**src/rtl/stage4_dmem_controller.sv**
```systemverilog
// Data-memory request controller: one load/store at a time on the generic bus,
// byte-lane steering, load extension, misalignment flag and fence.i sequencing.
module stage4_dmem_controller #(
  parameter int unsigned ADDR_W = 32,
  parameter int unsigned DATA_W = 32
) (
  input  logic              CLK,
  input  logic              nRST,
  input  logic              ren,
  input  logic              wen,
  input  logic              ifence,
  input  logic [ADDR_W-1:0] addr,
  input  logic [DATA_W-1:0] store_data,
  input  logic [2:0]        load_type,
  output logic              lsc_ready,
  output logic [DATA_W-1:0] dload_ext,
  output logic              mal_addr,
  output logic              bus_error,
  output logic              fence_stall,
  output logic [ADDR_W-1:0] bus_addr,
  output logic [DATA_W-1:0] bus_wdata,
  output logic              bus_ren,
  output logic              bus_wen,
  output logic [3:0]        bus_byte_en,
  input  logic [DATA_W-1:0] bus_rdata,
  input  logic              bus_busy,
  input  logic              bus_err,
  output logic              dflush,
  input  logic              dflush_done,
  output logic              iclear,
  input  logic              iclear_done
);

  typedef enum logic [2:0] {
    S_IDLE,
    S_ACCESS,
    S_RESP,
    S_FLUSH_D,
    S_CLR_I
  } state_t;

  state_t            r_state;
  logic [2:0]        r_ltype;
  logic [1:0]        r_off;
  logic [DATA_W-1:0] r_dload_ext;
  logic              r_bus_error;
  logic [ADDR_W-1:0] r_bus_addr;
  logic [DATA_W-1:0] r_bus_wdata;
  logic              r_bus_ren;
  logic              r_bus_wen;
  logic [3:0]        r_bus_be;
  logic              r_dflush;
  logic              r_iclear;

  logic              w_req;
  logic              w_idle;
  logic              w_is_h;
  logic              w_is_w;
  logic [1:0]        w_off;
  logic [3:0]        w_be;
  logic [DATA_W-1:0] w_wdata;
  logic [DATA_W-1:0] w_sh;
  logic [DATA_W-1:0] w_ext;

  assign w_req  = ren | wen;
  assign w_idle = (r_state == S_IDLE);
  assign w_off  = addr[1:0];
  assign w_is_h = (load_type[1:0] == 2'b01);
  assign w_is_w = load_type[1];

  assign mal_addr    = w_req & ((w_is_h & w_off[0]) | (w_is_w & (w_off != 2'b00)));
  assign lsc_ready   = (r_state == S_RESP) | (w_idle & ~ren & ~wen & ~ifence) | (w_idle & mal_addr);
  assign fence_stall = (r_state == S_FLUSH_D) | (r_state == S_CLR_I) | (w_idle & ifence & ~w_req);

  always_comb begin
    w_be    = 4'b0001 << w_off;
    w_wdata = {4{store_data[7:0]}};
    if (w_is_w) begin
      w_be    = 4'b1111;
      w_wdata = store_data;
    end else if (w_is_h) begin
      w_be    = 4'b0011 << w_off;
      w_wdata = {2{store_data[15:0]}};
    end
  end

  // Load data is right-aligned by the captured byte offset before extension.
  assign w_sh = bus_rdata >> {r_off, 3'b000};

  always_comb begin
    w_ext = bus_rdata;
    case (r_ltype)
      3'b000:  w_ext = {{24{w_sh[7]}}, w_sh[7:0]};
      3'b100:  w_ext = {24'b0, w_sh[7:0]};
      3'b001:  w_ext = {{16{w_sh[15]}}, w_sh[15:0]};
      3'b101:  w_ext = {16'b0, w_sh[15:0]};
      default: w_ext = bus_rdata;
    endcase
  end

  always_ff @(posedge CLK or negedge nRST) begin
    if (!nRST) begin
      r_state     <= S_IDLE;
      r_ltype     <= '0;
      r_off       <= '0;
      r_dload_ext <= '0;
      r_bus_error <= 1'b0;
      r_bus_addr  <= '0;
      r_bus_wdata <= '0;
      r_bus_ren   <= 1'b0;
      r_bus_wen   <= 1'b0;
      r_bus_be    <= '0;
      r_dflush    <= 1'b0;
      r_iclear    <= 1'b0;
    end else begin
      case (r_state)
        S_IDLE: begin
          // A memory request wins over a simultaneous ifence.
          if (w_req) begin
            if (!mal_addr) begin
              r_ltype     <= load_type;
              r_off       <= w_off;
              r_bus_addr  <= {addr[ADDR_W-1:2], 2'b00};
              r_bus_wdata <= w_wdata;
              r_bus_ren   <= ren;
              r_bus_wen   <= ~ren & wen;
              r_bus_be    <= w_be;
              r_state     <= S_ACCESS;
            end
          end else if (ifence) begin
            r_dflush <= 1'b1;
            r_state  <= S_FLUSH_D;
          end
        end
        S_ACCESS: begin
          if (!bus_busy) begin
            r_dload_ext <= w_ext;
            r_bus_error <= bus_err;
            r_bus_ren   <= 1'b0;
            r_bus_wen   <= 1'b0;
            r_bus_be    <= '0;
            r_state     <= S_RESP;
          end
        end
        S_RESP: r_state <= S_IDLE;
        S_FLUSH_D: begin
          if (dflush_done) begin
            r_dflush <= 1'b0;
            r_iclear <= 1'b1;
            r_state  <= S_CLR_I;
          end
        end
        S_CLR_I: begin
          if (iclear_done) begin
            r_iclear <= 1'b0;
            r_state  <= S_RESP;
          end
        end
        default: r_state <= S_IDLE;
      endcase
    end
  end

  assign dload_ext   = r_dload_ext;
  assign bus_error   = r_bus_error;
  assign bus_addr    = r_bus_addr;
  assign bus_wdata   = r_bus_wdata;
  assign bus_ren     = r_bus_ren;
  assign bus_wen     = r_bus_wen;
  assign bus_byte_en = r_bus_be;
  assign dflush      = r_dflush;
  assign iclear      = r_iclear;

endmodule

```
**config.mk**
```make
export PLATFORM = sky130hd
export DESIGN_NAME = stage4_dmem_controller
export DESIGN_NICKNAME = d
export VERILOG_FILES = /design/src/rtl/stage4_dmem_controller.sv
export SDC_FILE = /design/constraint.sdc
export NUM_CORES = 1
export LEC_CHECK = 0
export ABC_AREA = 1
export CAP_MARGIN = 15
export CELL_PAD_IN_SITES_DETAIL_PLACEMENT = 1
export CELL_PAD_IN_SITES_GLOBAL_PLACEMENT = 1
export CORE_MARGIN = 2
export CORE_UTILIZATION = 28
export DETAILED_ROUTE_END_ITERATION = 10
export GPL_TIMING_DRIVEN = 1
export HOLD_SLACK_MARGIN = 0.05
export PLACE_DENSITY_LB_ADDON = 0.25
export SLEW_MARGIN = 10
export SYNTH_ARGS = -nofsm -noshare
export SYNTH_HDL_FRONTEND = slang
export SYNTH_SLANG_ARGS = --single-unit
```
**constraint.sdc**
```tcl
create_clock -name CLK -period 1.6 [get_ports CLK]
set_clock_uncertainty 0.2 [all_clocks]
set_input_delay 0.24 -clock CLK [delete_from_list [all_inputs] [get_ports CLK]]
set_output_delay 0.24 -clock CLK [all_outputs]
set_load 0.005 [all_outputs]
```
==> results.toml <==
[status]
status = "complete, but fails checks"
violations = "negative setup slack"

[timing]
setup_violations = 109
timing.fmax_ghz = 0.5313
timing.final.crit_share_pct = 117.6
slew_viol_final = 0
grt_setup_unrepaired = "true"
fin_crit_ns = 1.882
hold_violations = 0
layout_setup_ws_ns = -0.2823

[setup_path]
start_kind = "register"
critPathKind = "register to output pin"
worst_setup_path_end_kind = "output pin"
reg2reg_depth = 8
path_max_fanout = 3
required_ns = 1.16
crit_arrival_ns = 1.44

[placement]
hpwl_mm = 15.21
placed_cell_area_um2 = 8506
globalplace.congestion = 0.8204
portBuffers = 213
dp.cells = 1274

[pwr]
p_per_area_nw_per_um2 = 1691
p_leak_nw = 5.099
vdd_ir_drop_max_uv = 644.2
total_power_mw = 16.64

[drt]
drt_iter0_markers = 242
via_per_inst = 4.576
drc = 0
antenna_left = 0
routedWlPerCell_um = 16.55
firstDrtPassIters = 4
vias = 6123
routed_wl_mm = 22.15

[flow_run]
max_cap_violations = 0

[layout]
layout.cells.non_filler = 1338
seq_area_um2 = 2779
nets = 1171
final_area_um2 = 9842
layout-drive-gt1-share_pct = 22.94
multi_input_area_um2 = 2853
area_growth_pct = 72.16
nFillCells = 2341
antenna_cells = 0

[logic_synthesis]
syn_avg_cell_area_um2 = 7.473
synth_edf_count = 0
ys_seq_area_share_pct = 48.59
synth_common_cells = "nand2_1 (321), dfrtp_1 (111), inv_1 (69)"
ys.warnings.count = 0
yosysMostFrequentCell = "nand2_1"
synth_area_leaders = "dfrtp_1 (49%), nand2_1 (21%), inv_1 (4.5%)"
synthDominantCellAreaShare_pct = 48.59
synth-seq-cells = 111
synth_ff_type = "dfrtp_1"
syn_inst = 765
async_flop_share_pct = 100.0
yosysUniqueCellTypes = 32
synthesis.area_um2 = 5717
synth_area_leader_cell = "dfrtp_1"

[die]
ios = 216
row_count = 52
die_w_um = 146.9
die_area_um2 = 21580
initial_core_util_pct = 28.44
core_area_um2 = 20100
die_h_um = 146.9

[clock_network]
cts_inserted_buffers = 9
clock_latency_ns = 0.36
clockRootBuffer = "clkbuf_16"
path_clk_slew_ns = 0.08
cts_tree = "built"
cts_buffer_depth = 2
htreeDepth = 3
clkSinkCount = 111

[global_routing]
grt_pass1_wl_mm = 33.80
gr-total-overflow = 0
grt_antenna_before_repair = 0
grt_usage_pct = 20.02
first_global_vias = 6358
grt_max_degree = 50

[hold_path]
hold_path_class = "input pin to async pin"
-- kinds of logic (layout without fill, tap and decap cells) --
family | Yosys count | in the layout | share of synthesized area [%]
DFF | 111 | 111 | 48.59
other | 1 | 2 | 0.06560
buffers and inverters | 118 | 418 | 10.13
AOI/OAI and AO/OA | 113 | 113 | 10.64
and+or+nand+nor | 422 | 424 | 30.58
-- cells in the final DEF, fill, tap and decap left out, types with 19 or more instances in the layout --
cell type / n
nand2_1: 305
o21ai_0: 40
nor2_4: 22
inv_1: 62
a21oi_1: 25
clkdlybuf4s50_1: 100
dfrtp_1: 110
buf_4: 77
dlygate4sd2_1: 105
nand3_2: 19
nand3_1: 24
-- critical path, cell delays in order, from the launching register on --
cell,delay (ns)
dfrtp_1,0.41
inv_2,0.08
buf_4,0.15
a31oi_1,0.20
nand2_1,0.10
buf_2,0.14
-- metal layers --
metal  wire [µm]  up-vias  track usage [%]
li1            -     2973                -
met1        8944     2957            23.28
met2       11060      166            35.49
met3        1634       27            5.870
met4         505        0            6.359
met5           0        -                0
-- area by class of cell --
cell class                      instances  share of cell area, %
Clock inverter                          7                  1.068
Multi-Input combinational cell        539                  28.99
Timing Repair Buffer                  323                  32.55
Tap cell                              270                  3.432
Timing Repair inverter                  2                 0.2797
Clock buffer                            9                  2.288
Sequential cell                       111                  28.24
Inverter                               77                  3.166
-- flip-flops by register name, summed over array words and instances (netlist names) --
name	count
bus_wen	1
r_ltype	3
bus_ren	1
bus_wdata	32
r_off	2
iclear	1
bus_byte_en	4
dflush	1
dload_ext	32
bus_addr	30
bus_error	1
r_state	3
-- report_power, final --
part	leakage [nW]	internal [mW]	switching (mW)	total [mW]
registers	1.37	4.13	0.744	4.87
clock network	0.152	1.40	1.16	2.56
logic	3.58	4.58	4.63	9.21
-- worst paths after layout --
kind	from	endpoint	slack [ns]
max	r_state[0]	lsc_ready	-0.28
min	nRST	bus_byte_en[3]	0.1
max reg2reg	r_state[2]	bus_addr[21]	-0.22
min reg2reg	bus_error	bus_error	0.27
max in group asynchronous	nRST	bus_addr[28]	0.57
min in group CLK	ren	bus_ren	0.15
-- metrics by stage --
| stage | setup WS, ns | utilization, % | setup TNS (ns) | hold WS, ns |
|---|---|---|---|---|
| finish | -0.2823 | 48.95 | -13.77 | 0.09789 |
| global route | -0.3200 | 48.95 | -21.45 | 0.1010 |
| CTS | -0.2100 | 46.32 | -12.32 | 0.09047 |
| detailed placement | -0.5465 | 42.31 | -37.15 | -0.07585 |
| global placement | -0.5336 | 42.31 | -33.81 | -0.07676 |
| floorplan | 0.04251 | - | 0 | -0.2556 |
-- what timing repair did --
action                                  in CTS  in global routing
endpoints found under the setup margin     213                112
gates cloned                                 9                  2
hold endpoints to repair                   111                  1
hold buffers                                 1                  1
pin swaps                                    8                 46
setup buffers                               25                 12
gates resized for setup                    177                120
Note: power is estimated with default switching activity, not from simulation.
